--- src/rtl/snoop_bus_arbiter.sv ---
// Round-robin snoop bus shared by two cache controllers: snoop, optional writeback, memory fetch.
// Optional macro CACHE_TO_CACHE_EN: a snoop hit completes from the snoop word without re-reading memory.
module snoop_bus_arbiter #(
    parameter int ADDR_W      = 13,
    parameter int DATA_W      = 16,
    parameter int MEM_TIMEOUT = 64
) (
    input  logic              clk,
    input  logic              rst,
    input  logic [1:0]        read_miss,
    input  logic [1:0]        write_miss,
    input  logic [1:0]        invalidate,
    input  logic [ADDR_W-1:0] req_addr0,
    input  logic [ADDR_W-1:0] req_addr1,
    output logic [1:0]        grant,
    output logic [1:0]        u_rdy,
    output logic [DATA_W-1:0] rsp_data,
    output logic [ADDR_W-3:0] BOCI,
    output logic [1:0]        cpu_search,
    output logic              snoop_inv,
    input  logic [1:0]        cpu_search_found,
    input  logic [DATA_W-1:0] snoop_data0,
    input  logic [DATA_W-1:0] snoop_data1,
    output logic              mem_re,
    output logic              mem_we,
    output logic [ADDR_W-1:0] mem_addr,
    output logic [DATA_W-1:0] mem_wdata,
    input  logic [DATA_W-1:0] mem_rdata,
    input  logic              mem_rdy,
    output logic              bus_err
);

    localparam int TMR_W = $clog2(MEM_TIMEOUT + 1);

    typedef enum logic [2:0] {IDLE, SNOOP, WB, MEMRD, DONE} state_t;
    typedef enum logic [1:0] {REQ_RD, REQ_RDX, REQ_UPGR} req_t;

    state_t            state;
    req_t              req_type;
    req_t              win_type;
    logic              owner;
    logic              rr_ptr;
    logic              winner;
    logic              found;
    logic              tmo;
    logic [1:0]        req;
    logic [ADDR_W-1:0] win_addr;
    logic [DATA_W-1:0] other_data;
    logic [TMR_W-1:0]  timer;

    function automatic logic [1:0] onehot(input logic core);
        return core ? 2'b10 : 2'b01;
    endfunction

    assign req = read_miss | write_miss | invalidate;

    // With both cores asking, rr_ptr decides; otherwise req[1] names the sole requester.
    always_comb begin
        winner   = (req == 2'b11) ? rr_ptr : req[1];
        win_addr = winner ? req_addr1 : req_addr0;
        if (write_miss[winner])
            win_type = REQ_RDX;
        else if (invalidate[winner])
            win_type = REQ_UPGR;
        else
            win_type = REQ_RD;
    end

    assign found      = owner ? cpu_search_found[0] : cpu_search_found[1];
    assign other_data = owner ? snoop_data0 : snoop_data1;
    assign tmo        = (timer == TMR_W'(MEM_TIMEOUT - 1));

    always_ff @(posedge clk) begin
        if (rst) begin
            state      <= IDLE;
            req_type   <= REQ_RD;
            owner      <= 1'b0;
            rr_ptr     <= 1'b0;
            timer      <= '0;
            grant      <= '0;
            u_rdy      <= '0;
            cpu_search <= '0;
            snoop_inv  <= 1'b0;
            mem_re     <= 1'b0;
            mem_we     <= 1'b0;
            bus_err    <= 1'b0;
            BOCI       <= '0;
            mem_addr   <= '0;
            mem_wdata  <= '0;
            rsp_data   <= '0;
        end else begin
            case (state)
                IDLE: begin
                    if (|req) begin
                        owner      <= winner;
                        req_type   <= win_type;
                        mem_addr   <= win_addr;
                        BOCI       <= win_addr[ADDR_W-1:2];
                        grant      <= onehot(winner);
                        cpu_search <= onehot(!winner);
                        snoop_inv  <= (win_type != REQ_RD);
                        state      <= SNOOP;
                    end
                end
                SNOOP: begin
                    cpu_search <= '0;
                    snoop_inv  <= 1'b0;
                    timer      <= '0;
                    if (req_type == REQ_UPGR) begin
                        u_rdy <= onehot(owner);
                        state <= DONE;
                    end else if (found) begin
                        mem_we    <= 1'b1;
                        mem_wdata <= other_data;
                        state     <= WB;
                    end else begin
                        mem_re <= 1'b1;
                        state  <= MEMRD;
                    end
                end
                WB: begin
                    if (mem_rdy) begin
                        mem_we   <= 1'b0;
                        rsp_data <= mem_wdata;
                        timer    <= '0;
`ifdef CACHE_TO_CACHE_EN
                        u_rdy    <= onehot(owner);
                        state    <= DONE;
`else
                        mem_re   <= 1'b1;
                        state    <= MEMRD;
`endif
                    end else if (tmo) begin
                        mem_we   <= 1'b0;
                        bus_err  <= 1'b1;
                        rsp_data <= '0;
                        u_rdy    <= onehot(owner);
                        state    <= DONE;
                    end else begin
                        timer <= timer + 1'b1;
                    end
                end
                MEMRD: begin
                    // A late mem_rdy on the timeout cycle still wins over the error path.
                    if (mem_rdy) begin
                        mem_re   <= 1'b0;
                        rsp_data <= mem_rdata;
                        u_rdy    <= onehot(owner);
                        state    <= DONE;
                    end else if (tmo) begin
                        mem_re   <= 1'b0;
                        bus_err  <= 1'b1;
                        rsp_data <= '0;
                        u_rdy    <= onehot(owner);
                        state    <= DONE;
                    end else begin
                        timer <= timer + 1'b1;
                    end
                end
                DONE: begin
                    u_rdy  <= '0;
                    grant  <= '0;
                    rr_ptr <= ~owner;
                    state  <= IDLE;
                end
                default: state <= IDLE;
            endcase
        end
    end

endmodule

--- config.mk ---
export PLATFORM = sky130hd
export DESIGN_NAME = snoop_bus_arbiter
export DESIGN_NICKNAME = d
export VERILOG_FILES = /design/src/rtl/snoop_bus_arbiter.sv
export SDC_FILE = /design/constraint.sdc
export NUM_CORES = 1
export LEC_CHECK = 0
export CAP_MARGIN = 20
export CORE_MARGIN = 2
export CORE_UTILIZATION = 35
export CTS_BUF_LIST = sky130_fd_sc_hd__clkbuf_8
export CTS_CLUSTER_SIZE = 14
export DETAILED_ROUTE_END_ITERATION = 7
export PLACE_DENSITY = 0.69
export SETUP_SLACK_MARGIN = 0.05
export SLEW_MARGIN = 20
export SYNTH_ARGS = -nofsm -noshare
export SYNTH_HDL_FRONTEND = slang
export SYNTH_SLANG_ARGS = --single-unit
--- constraint.sdc ---
create_clock -name clk -period 2.55 [get_ports clk]
set_input_delay 0.51 -clock clk [delete_from_list [all_inputs] [get_ports clk]]
set_output_delay 0.51 -clock clk [all_outputs]
set_load 0.01 [all_outputs]
Yosys cells after proc, flatten, opt, wreduce, memory -nomap -nowiden. Index checks and enable logic that the tools add are counted.

Output and inout port bits: 66. Logic and storage cells: 107. Flip-flop bits (word level): 80. Input port bits: 85.

Equality and inequality tests: 17. Bitwise gates (word level): 5. Order comparisons: 1. Multiplexer cells: 48. Add/subtract/negate cells: 1. Reductions and logical operators: 19.

Operator list (number): $mux W16 (4); $pmux W16 S2 (1); $mux W2 (11); $mux W7 (3); $pmux W7 S3 (1); $ne A2 B2 Y1 const B (8); $mux W1 (15); $mux W3 (5); $mux W13 (1); $pmux W3 S4 (1); $reduce_bool A2 Y1 (5); $reduce_and A3 Y1 (3); $pmux W2 S2 (2); $pmux W2 S4 (1); $reduce_and A2 Y1 (4); $add A7 B1 Y7 const B (1); $eq A7 B6 Y1 const B (1); $eq A3 B2 Y1 const B (2); $ne A3 B3 Y1 const B (2); $reduce_and A5 Y1 (1); $eq A2 B2 Y1 const B (2); $or A2 B2 Y2 (2); $pmux W1 S2 (2); $reduce_and A4 Y1 (1); 9 further kinds (12).

Longest topological paths before layout. Gate-level depths: netlist (run 1).

Depth after elaboration: 11. Mapped depth: 7. Gate-level depth less buffers: 6.

Worst setup path before layout (run 1). No wires, ideal clock.

Kind: input-to-reg. Start: input port read_miss[1]. End: register BOCI[0]. Data required time: 2.427 ns. Stages on the path: 6. Path buffers: 1. Path slack: 0.868 ns. Library setup time: 0.123 ns. Arrival time: 1.559 ns. Path through: or3_1 > o21ai_2 > nor2_1 > buf_2 > a222oi_1 > inv_1.

Longest elaborated chain between the ends: 5. Elaborated cells between the ends (all ways): 7. Classes of those cells: 1 x eq/ne; 2 x mux; 2 x bitwise; 2 x reduce/logical.

RTL lines: start: declaration (line 10) `input logic [1:0] read_miss,`; $or A2 B2 Y2 * (2 in series) (line 55) `assign req = read_miss | write_miss | invalidate;`; $eq A2 B2 Y1 (line 59) `winner = (req == 2'b11) ? rr_ptr : req[1];`; $mux W1 (line 59); $mux W13 (line 60) `win_addr = winner ? req_addr1 : req_addr0;`; end signal: assignment (line 98) `BOCI <= win_addr[ADDR_W-1:2];`; end: declaration (line 18) `output logic [ADDR_W-3:0] BOCI,`.

Every way passes the cells marked *; elsewhere a longest branch is shown, timed or not. A chain may end at the register's enable or synchronous reset.

Final worst setup path (run 1).
Start: input port write_miss[1]. End: register mem_addr[1].

Longest elaborated chain between the ends: 5. Elaborated cells between the ends (all ways): 7. Classes of those cells: 1 x eq/ne; 2 x mux; 2 x bitwise; 2 x reduce/logical.

RTL lines: start: declaration (line 11) `input logic [1:0] write_miss,`; $or A2 B2 Y2 * (2 in series) (line 55); $eq A2 B2 Y1 (line 59); $mux W1 (line 59); $mux W13 (line 60); end signal: assignment (line 97) `mem_addr <= win_addr;`; end: declaration (line 26) `output logic [ADDR_W-1:0] mem_addr,`.

Marks and branches as above.

==> out/qor.yml, run 1 <==
routing:
  wire_per_inst_um: 15.00
  viasPerCell: 5.208
  dr_total_vias: 3323
  drc: 0
  first_pass_iters: 8
  wirelength_um: 9573
  detail_route.iter0.violations: 156
  ant_nets: 0
cells_and_area:
  final_cell_mix: "149 x clkdlybuf4s50_1, 69 x dfxtp_1, 55 x nor2_1"
  area_delta_synth_final_pct: 49.38
  antenna_cells: 0
  layout_commonest_cell: "clkdlybuf4s50_1"
  fin_nets: 608
  fin_area_um2: 4955
  layout-drive-gt1-share_pct: 6.641
  stdcell_count: 638
  fin_util_pct: 53.88
power:
  seqPwrFrac_pct: 41.1
  p_leak_nw: 1.829
  p_per_area_nw_per_um2: 624.2
  power.share.combinational_pct: 26.1
  vdd_drop_max_mv: 0.2997
  power_frac_clock_pct: 32.8
  p_sw_uw: 877.3
  switching_share_pct: 28.37
  p_int_mw: 2.216
clock_network:
  htree_levels: 3
  post_cts_buffers: 0
  cts-root-buf: "clkbuf_8"
  clock_latency_ns: 0.34
  cts_max_path_buffers: 2
  cts_tree: "built"
  cts_buffers: 9
  cts_num_sinks: 69
  clk_pin_slew_worst_paths_ns: 0.08
  cts-resized-gates: 0
  ctsHoldBuffers: 0
synthesis:
  ys_types: 52
  yosys_warnings: 0
  synth_area_leaders: "dfxtp_1 42%, a21oi_1 7.1%, nor2_1 6.2%"
  synth_cells: 394
  ys_ff_latch: 69
  avgSynthCellArea_um2: 8.419
  synth_top_area_share_pct: 41.64
  synth.cell_area_um2: 3317
  synth_fp_nets: 480
  synth_ff_type: "dfxtp_1"
  async_reset_ff_share_pct: 0
  synth_edf_count: 0
  yosys.area.top_type: "dfxtp_1"
  ys_seq_area_share_pct: 41.64
timing:
  finalSetupViolations: 0
  fin_skew_ns: 0.008354
  period_needed_ns: 2.267
  slew_headroom_pct: 43.15
  finalCritPeriodShare_pct: 88.91
  slew_viol_final: 0
  fmax_mhz: 441.0
  rsz0062_at_grt: "no"
  final-hold-violation-count: 0
  worstMarginPinSlew_ns: 0.8496
worst_setup_path:
  cp_top_family: "simple AND/OR/NAND/NOR gates"
  worstSetupEndpointType: "register"
  crit_fanout: 13
  cp_cell_sequence: "clkdlybuf4s50_1 > or3_1 > nand2_1 > nor3b_2 > a222oi_1 > inv_1"
  crit_buf_inv: 2
  path_class: "in -> reg"
  start_kind: "primary input"
  arrival_ns: 2.55
  crit_path_top_delay_cell: "nor3b_2"
  critPathRequiredTime_ns: 2.83
  max_stage_delay_ns: 0.66
floorplanning:
  ioPinCount: 151
  die_area_um2: 10270
  die_y_um: 101.4
  placementRows: 35
  initial_core_util_pct: 36.07
  core_um2: 9196
  die_w_um: 101.4
grt:
  grt_pass1_wl_um: 15520
  grt_overflow: 0
  antenna_found_initial: 0
  grt_pass1_vias: 3262
  track_usage_pct: 18.74
  grt_max_degree: 35
placement:
  gp_congestion: 0.8197
  hpwlAfterDp_um: 6904
  postPlaceCellArea_um2: 4730
  io_buffers: 150
  dpl.cell_count: 622
run_status:
  status: "finished clean"
run:
  maxCapViolations: 0
worst_hold_path:
  min_path_type: "reg -> reg"
kinds of logic after synthesis:
group           synth area share (%)
compound gates                 22.07
xor+xnor                      0.2641
fa+ha+maj                     0.3772
buf+inv                        9.430
flops                          41.64
mux                            5.432
simple gates                   20.79
stage by stage:
stage / power, mW / setup WS, ns / setup TNS, ns / hold WS [ns]
3_3_place_gp: 2.092 / 0.04573 / 0 / 0.4556
2_1_floorplan: 1.730 / 0.8679 / 0 / 0.4654
5_1_grt: 3.259 / 0.1169 / 0 / 0.5154
4_1_cts: 3.120 / 0.2642 / 0 / 0.4849
6_report: 3.093 / 0.2827 / 0 / 0.4808
3_5_place_dp: 2.105 / -0.08356 / -0.7087 / 0.4635
per-layer routing:
layer  vias up  GRT usage (%)  wire length, µm
met5         -              0                0
met4         0          8.836              212
met3        15          3.934              572
met2       116          31.07             4732
met1      1548          23.25             4055
li1       1644              -                -
flip-flops by register name (all words and copies together), names as in the netlist:
name	flops
state	3
grant	2
timer	7
rsp_data	16
owner	1
mem_we	1
mem_addr	2
req_type	2
rr_ptr	1
snoop_inv	1
cpu_search	2
u_rdy	2
BOCI	11
bus_err	1
mem_re	1
mem_wdata	16
final timing paths:
| kind | from | to | slack [ns] | depth (start not counted) |
|---|---|---|---|---|
| max reg2reg | state[0] | mem_wdata[9] | 0.38 | 5 |
| min reg2reg | bus_err | bus_err | 0.48 | 2 |
| max | write_miss[1] | mem_addr[1] | 0.28 | 6 |
| min | bus_err | bus_err | 0.48 | 2 |
worst min-delay path, cell delays in order (launching register included):
cell and delay [ns]:
dfxtp_1 0.34, a21oi_1 0.04, nor2_1 0.07
power groups by stage:
| stage | clock network (mW) | registers [mW] | logic [mW] |
|---|---|---|---|
| after floorplan | 0 | 1.31 | 0.424 |
| after global placement | 0 | 1.29 | 0.803 |
| after detailed placement | 0 | 1.29 | 0.812 |
| after CTS | 1.03 | 1.27 | 0.816 |
| after global routing | 1.08 | 1.29 | 0.892 |
| final | 1.01 | 1.27 | 0.808 |
layout make-up:
class,instances,area (µm²)
clock buffers,11,151.4
clock inverters,5,73.82
fillers,864,4242
inverters,18,67.56
multi-input cells,271,1623
flip-flops and latches,69,1381
well taps,111,138.9
repair buffers,153,1519
synthesized netlist by cell type (2+ instances only):
cell type / number
a211oi_1: 15
a211oi_2: 3
a21oi_1: 47
a222oi_1: 13
a22oi_1: 3
a311oi_1: 3
a31oi_1: 2
a41oi_1: 2
and2b_1: 2
and3_1: 3
buf_2: 5
buf_4: 15
buf_6: 5
clkbuf_1: 9
dfxtp_1: 69
inv_1: 18
mux2i_1: 18
nand2_1: 45
nand2b_1: 3
nand3_1: 3
nand3b_1: 3
nor2_1: 55
nor2_2: 2
nor2b_1: 3
nor3_1: 8
nor3_2: 2
nor3b_4: 2
o21ai_0: 8
o21ai_2: 2
o22ai_1: 2
or3_1: 3
No activity file was read; power rests on OpenSTA's default activity.
==> inputs of run 2 (changes only) <==
ABC_AREA = 1   (was not set)
==> out/qor.yml, run 2 <==
run_status:
  status: "finished clean"
synthesis:
  synth_top_area_share_pct: 40.06
  synth.cell_area_um2: 3448
  synth_ff_type: "dfxtp_1"
  synth_fp_nets: 608
  ys_seq_area_share_pct: 40.06
  ys_types: 30
  async_reset_ff_share_pct: 0
  synth_edf_count: 0
  avgSynthCellArea_um2: 6.606
  synth_compound_area_share_pct: 15.57
  synth_area_leaders: "dfxtp_1 40%, nand2_1 26%, a21oi_1 6.7%"
  synth_mux_area_share_pct: 0
  yosys.area.top_type: "dfxtp_1"
  yosys_warnings: 0
  synth-simple-area-share_pct: 33.09
  yosysMostFrequentCell: "nand2_1"
  synth_cells: 522
  synth_common_cells: "236 x nand2_1, 69 x dfxtp_1, 46 x a21oi_1"
  synth_xor_area_share_pct: 0.5080
  ys_ff_latch: 69
  synth_top_family_by_area: "simple AND/OR/NAND/NOR gates"
  synth_fa_ha_area_share_pct: 0.3628
placement:
  gp_congestion: 0.8974
  hpwlAfterDp_um: 8058
  io_buffers: 150
  dpl.cell_count: 778
  postPlaceCellArea_um2: 4945
routing:
  detail_route.iter0.violations: 157
  first_pass_iters: 4
  ant_nets: 0
  wire_per_inst_um: 13.37
  drc: 0
  viasPerCell: 4.766
  dr_total_vias: 3784
  wirelength_um: 10610
clock_network:
  clock_latency_ns: 0.33
  cts_max_path_buffers: 2
  ctsHoldBuffers: 0
  clk_pin_slew_worst_paths_ns: 0.07
  cts_num_sinks: 69
  cts-resized-gates: 0
  htree_levels: 3
  cts_buffers: 9
  cts-root-buf: "clkbuf_8"
  post_cts_buffers: 0
  cts_tree: "built"
cells_and_area:
  antenna_cells: 0
  stdcell_count: 794
  fin_area_um2: 5192
  fillers: 951
  fin_nets: 742
  layout-drive-gt1-share_pct: 6.051
  area_delta_synth_final_pct: 50.58
  final_cell_mix: "236 x nand2_1, 150 x clkdlybuf4s50_1, 69 x dfxtp_1"
  layout_commonest_cell: "nand2_1"
  reg.largest.list: "mem_wdata (16), rsp_data (16), BOCI (11)"
grt:
  grt_pass1_wl_um: 16080
  track_usage_pct: 19.14
  grt_max_degree: 34
  grt_overflow: 0
  antenna_found_initial: 0
  grt_pass1_vias: 3436
power:
  p_sw_mw: 1.657
  p_per_area_nw_per_um2: 875.0
  p_leak_nw: 2.153
  power.share.combinational_pct: 42.6
  switching_share_pct: 36.46
  vdd_drop_max_mv: 0.3034
  power_mw: 4.543
  p_int_mw: 2.887
  seqPwrFrac_pct: 33.2
  power_frac_clock_pct: 24.2
timing:
  fin_setup_tns_ns: 0
  fin_skew_ns: 0.008367
  finalCritPeriodShare_pct: 75.01
  fmax_mhz: 522.8
  finalSetupViolations: 0
  period_needed_ns: 1.913
  slew_headroom_pct: 65.25
  rsz0062_at_grt: "no"
  worstMarginPinSlew_ns: 0.5158
  slew_viol_final: 0
  final-hold-violation-count: 0
floorplanning:
  die_area_um2: 10660
  placementRows: 36
  core_um2: 9684
  ioPinCount: 151
  die_w_um: 103.3
  initial_core_util_pct: 35.61
  die_y_um: 103.3
worst_setup_path:
  critPathRequiredTime_ns: 2.81
  path_class: "in -> reg"
  worstSetupEndpointType: "register"
  start_kind: "primary input"
  crit_fanout: 16
  arrival_ns: 2.18
run:
  maxCapViolations: 0
worst_hold_path:
  min_path_type: "reg -> reg"
-- run 2: kinds of logic (layout without fill, tap and decap cells) --
group,count (synthesis),after routing
adder cells (fa/ha/maj),1,1
AO/OA/AOI/OAI,98,98
buffers and inverters,67,206
flip-flops,69,69
XOR/XNOR,2,2
AND/OR/NAND/NOR,285,285
-- run 2: layer usage --
layer	GRT usage [%]	up-vias	wire, µm
li1	-	1925	-
met1	24.40	1730	4812
met2	32.12	121	4983
met3	4.704	8	696
met4	5.769	0	122
met5	0	-	0
-- run 2: worst paths after layout --
| check | startpoint | to | slack (ns) | cells after the start |
|---|---|---|---|---|
| max | invalidate[1] | grant[0] | 0.64 | 8 |
| min | bus_err | bus_err | 0.45 | 2 |
| max reg2reg | state[1] | u_rdy[0] | 0.82 | 7 |
| min reg2reg | bus_err | bus_err | 0.45 | 2 |
-- run 2: worst max-delay path, cell delays in order --
cell	delay [ns]
clkdlybuf4s50_1	0.42
nor2_1	0.10
nand2_1	0.15
o21ai_2	0.28
inv_1	0.28
nor2_1	0.22
nand2_1	0.09
a21oi_1	0.13
-- run 2: power groups by stage --
stage	clock network, mW	logic [mW]	registers (mW)
floorplan	0	1.13	1.58
global placement	0	1.90	1.52
detailed placement	0	1.93	1.53
CTS	1.12	1.94	1.51
global route	1.17	2.14	1.54
finish	1.10	1.94	1.51
-- run 2: through the flow --
stage / hold slack, ns / utilization [%] / worst slack [ns]
2_1_floorplan: 0.4383 / - / 1.085
3_3_place_gp: 0.4456 / 51.06 / 0.4598
3_5_place_dp: 0.4448 / 51.06 / 0.3098
4_1_cts: 0.4563 / 53.62 / 0.6448
5_1_grt: 0.4895 / 53.62 / 0.4957
6_report: 0.4535 / 53.62 / 0.6372
-- run 2: cell type report --
class,count,area [µm²],area share (%)
multi-input combinational,386,1708,32.89
sequential,69,1381,26.60
timing repair buffer,160,1577,30.36
inverter,30,112.6,2.169
clock buffer,10,137.6,2.651
clock inverter,6,110.1,2.120
tap,133,166.4,3.205
==> inputs of run 3 (changes only) <==
PLACE_DENSITY = 0.71   (was 0.69)
clock period = 1.6 ns   (was 2.55 ns; I/O delays follow)
==> out/qor.yml, run 3 (synthesis gave the netlist of run 2 again) <==
run_status:
  status: "finished clean"
worst_setup_path:
  start_kind: "register"
  critPathRequiredTime_ns: 1.83
  worstSetupEndpointType: "register"
  arrival_ns: 1.67
  path_class: "reg -> reg"
  crit_fanout: 4
  reg2reg_depth: 9
cells_and_area:
  layout_commonest_cell: "nand2_1"
  ff_latch_area_um2: 1385
  fin_util_pct: 55.92
  fillers: 981
  area_delta_synth_final_pct: 57.04
  reg.largest.list: "mem_wdata (16), rsp_data (16), BOCI (11)"
  final_cell_mix: "234 x nand2_1, 84 x clkdlybuf4s50_1, 66 x dfxtp_1"
  antenna_cells: 0
  fin_nets: 763
  layout-drive-gt1-share_pct: 9.971
  multiInputGateArea_um2: 1747
timing:
  slew_viol_final: 0
  fin_skew_ns: 0.01042
  fmax_mhz: 696.2
  finalWorstSetupSlack_ns: 0.1636
  finalCritPeriodShare_pct: 89.77
  rsz0062_at_grt: "yes"
  final-hold-violation-count: 0
  worstMarginPinSlew_ns: 0.3074
  period_needed_ns: 1.436
  finalSetupViolations: 0
  slew_headroom_pct: 79.29
power:
  vdd_drop_max_mv: 0.7387
  switching_share_pct: 35.81
  seqPwrFrac_pct: 31.6
  p_int_mw: 4.877
  p_sw_mw: 2.721
  p_leak_nw: 2.607
  power.share.combinational_pct: 41.0
  power_frac_clock_pct: 27.4
  p_per_area_nw_per_um2: 1403
routing:
  wire_per_inst_um: 13.52
  dr_total_vias: 3864
  first_pass_iters: 4
  drc: 0
  wirelength_um: 11020
  detail_route.iter0.violations: 201
  ant_nets: 0
  viasPerCell: 4.741
floorplanning:
  ioPinCount: 151
  die_y_um: 103.3
  core_um2: 9684
  die_w_um: 103.3
  placementRows: 36
  die_area_um2: 10660
  initial_core_util_pct: 35.61
grt:
  grt_overflow: 0
  antenna_found_initial: 0
  grt_pass1_wl_um: 16840
  grt_max_degree: 34
  grt_pass1_vias: 3579
  track_usage_pct: 20.16
placement:
  pre_cts_slack_ns: -0.09990
  gp_congestion: 0.8654
  hpwlAfterDp_um: 8051
  io_buffers: 150
run:
  maxCapViolations: 0
clock_network:
  post_cts_buffers: 0
  cts_max_path_buffers: 2
  cts_buffers: 9
  cts_num_sinks: 69
  clock_latency_ns: 0.35
  cts-root-buf: "clkbuf_8"
  htree_levels: 3
  cts_tree: "built"
  ctsHoldBuffers: 0
  clk_pin_slew_worst_paths_ns: 0.07
worst_hold_path:
  min_path_type: "reg -> reg"
  min_delay_path_depth: 2
-- run 3: final timing paths --
path	from	to	slack, ns
min	bus_err	bus_err	0.45
min reg2reg	bus_err	bus_err	0.45
max	timer[0]	u_rdy[1]	0.16
max reg2reg	timer[0]	u_rdy[1]	0.16
-- run 3: power by group through the flow --
stage / clock [mW] / combinational [mW] / sequential, mW
2_1_floorplan: 0 / 1.80 / 2.52
3_3_place_gp: 0 / 3.27 / 2.43
3_5_place_dp: 0 / 3.31 / 2.45
4_1_cts: 2.11 / 3.11 / 2.40
5_1_grt: 2.22 / 3.49 / 2.46
6_report: 2.08 / 3.12 / 2.40
-- run 3: cell type report --
type / instances / share of cell area, %
multi-input combinational: 387 / 32.26
timing repair buffer: 180 / 31.56
sequential: 69 / 25.58
tap: 133 / 3.073
clock inverter: 6 / 2.911
clock buffer: 10 / 2.542
inverter: 30 / 2.079
-- run 3: metrics by stage --
stage                     total power, mW  TNS (ns)  hold slack (ns)  instances  area, µm²
after floorplan                     4.323         0           0.4383        522       3448
after global placement              5.700    -1.473           0.4454        798       5145
after detailed placement            5.759    -2.857           0.4455        798       5145
after CTS                           7.619         0           0.4567        815       5373
after global routing                8.165         0           0.4765        815       5415
final                               7.597         0           0.4515        815       5415
-- run 3: per-layer routing --
layer  GRT usage [%]  part of all wire [%]
met5               0                     0
met4           7.186                   1.5
met3           5.040                   7.7
met2           33.82                    48
met1           25.19                    43
-- run 3: critical path, cell delays in order (launching register included) --
cell	delay (ns)
dfxtp_1	0.38
ha_1	0.21
nand3_1	0.11
buf_4	0.17
nor2_4	0.15
nand2_1	0.06
o21ai_0	0.07
nand2_1	0.06
nand2_1	0.06
a21oi_1	0.07
-- run 3: timing repair --
action,in CTS,in global routing
gates cloned,1,0
resized for setup,64,13
endpoints found under the setup margin,69,32
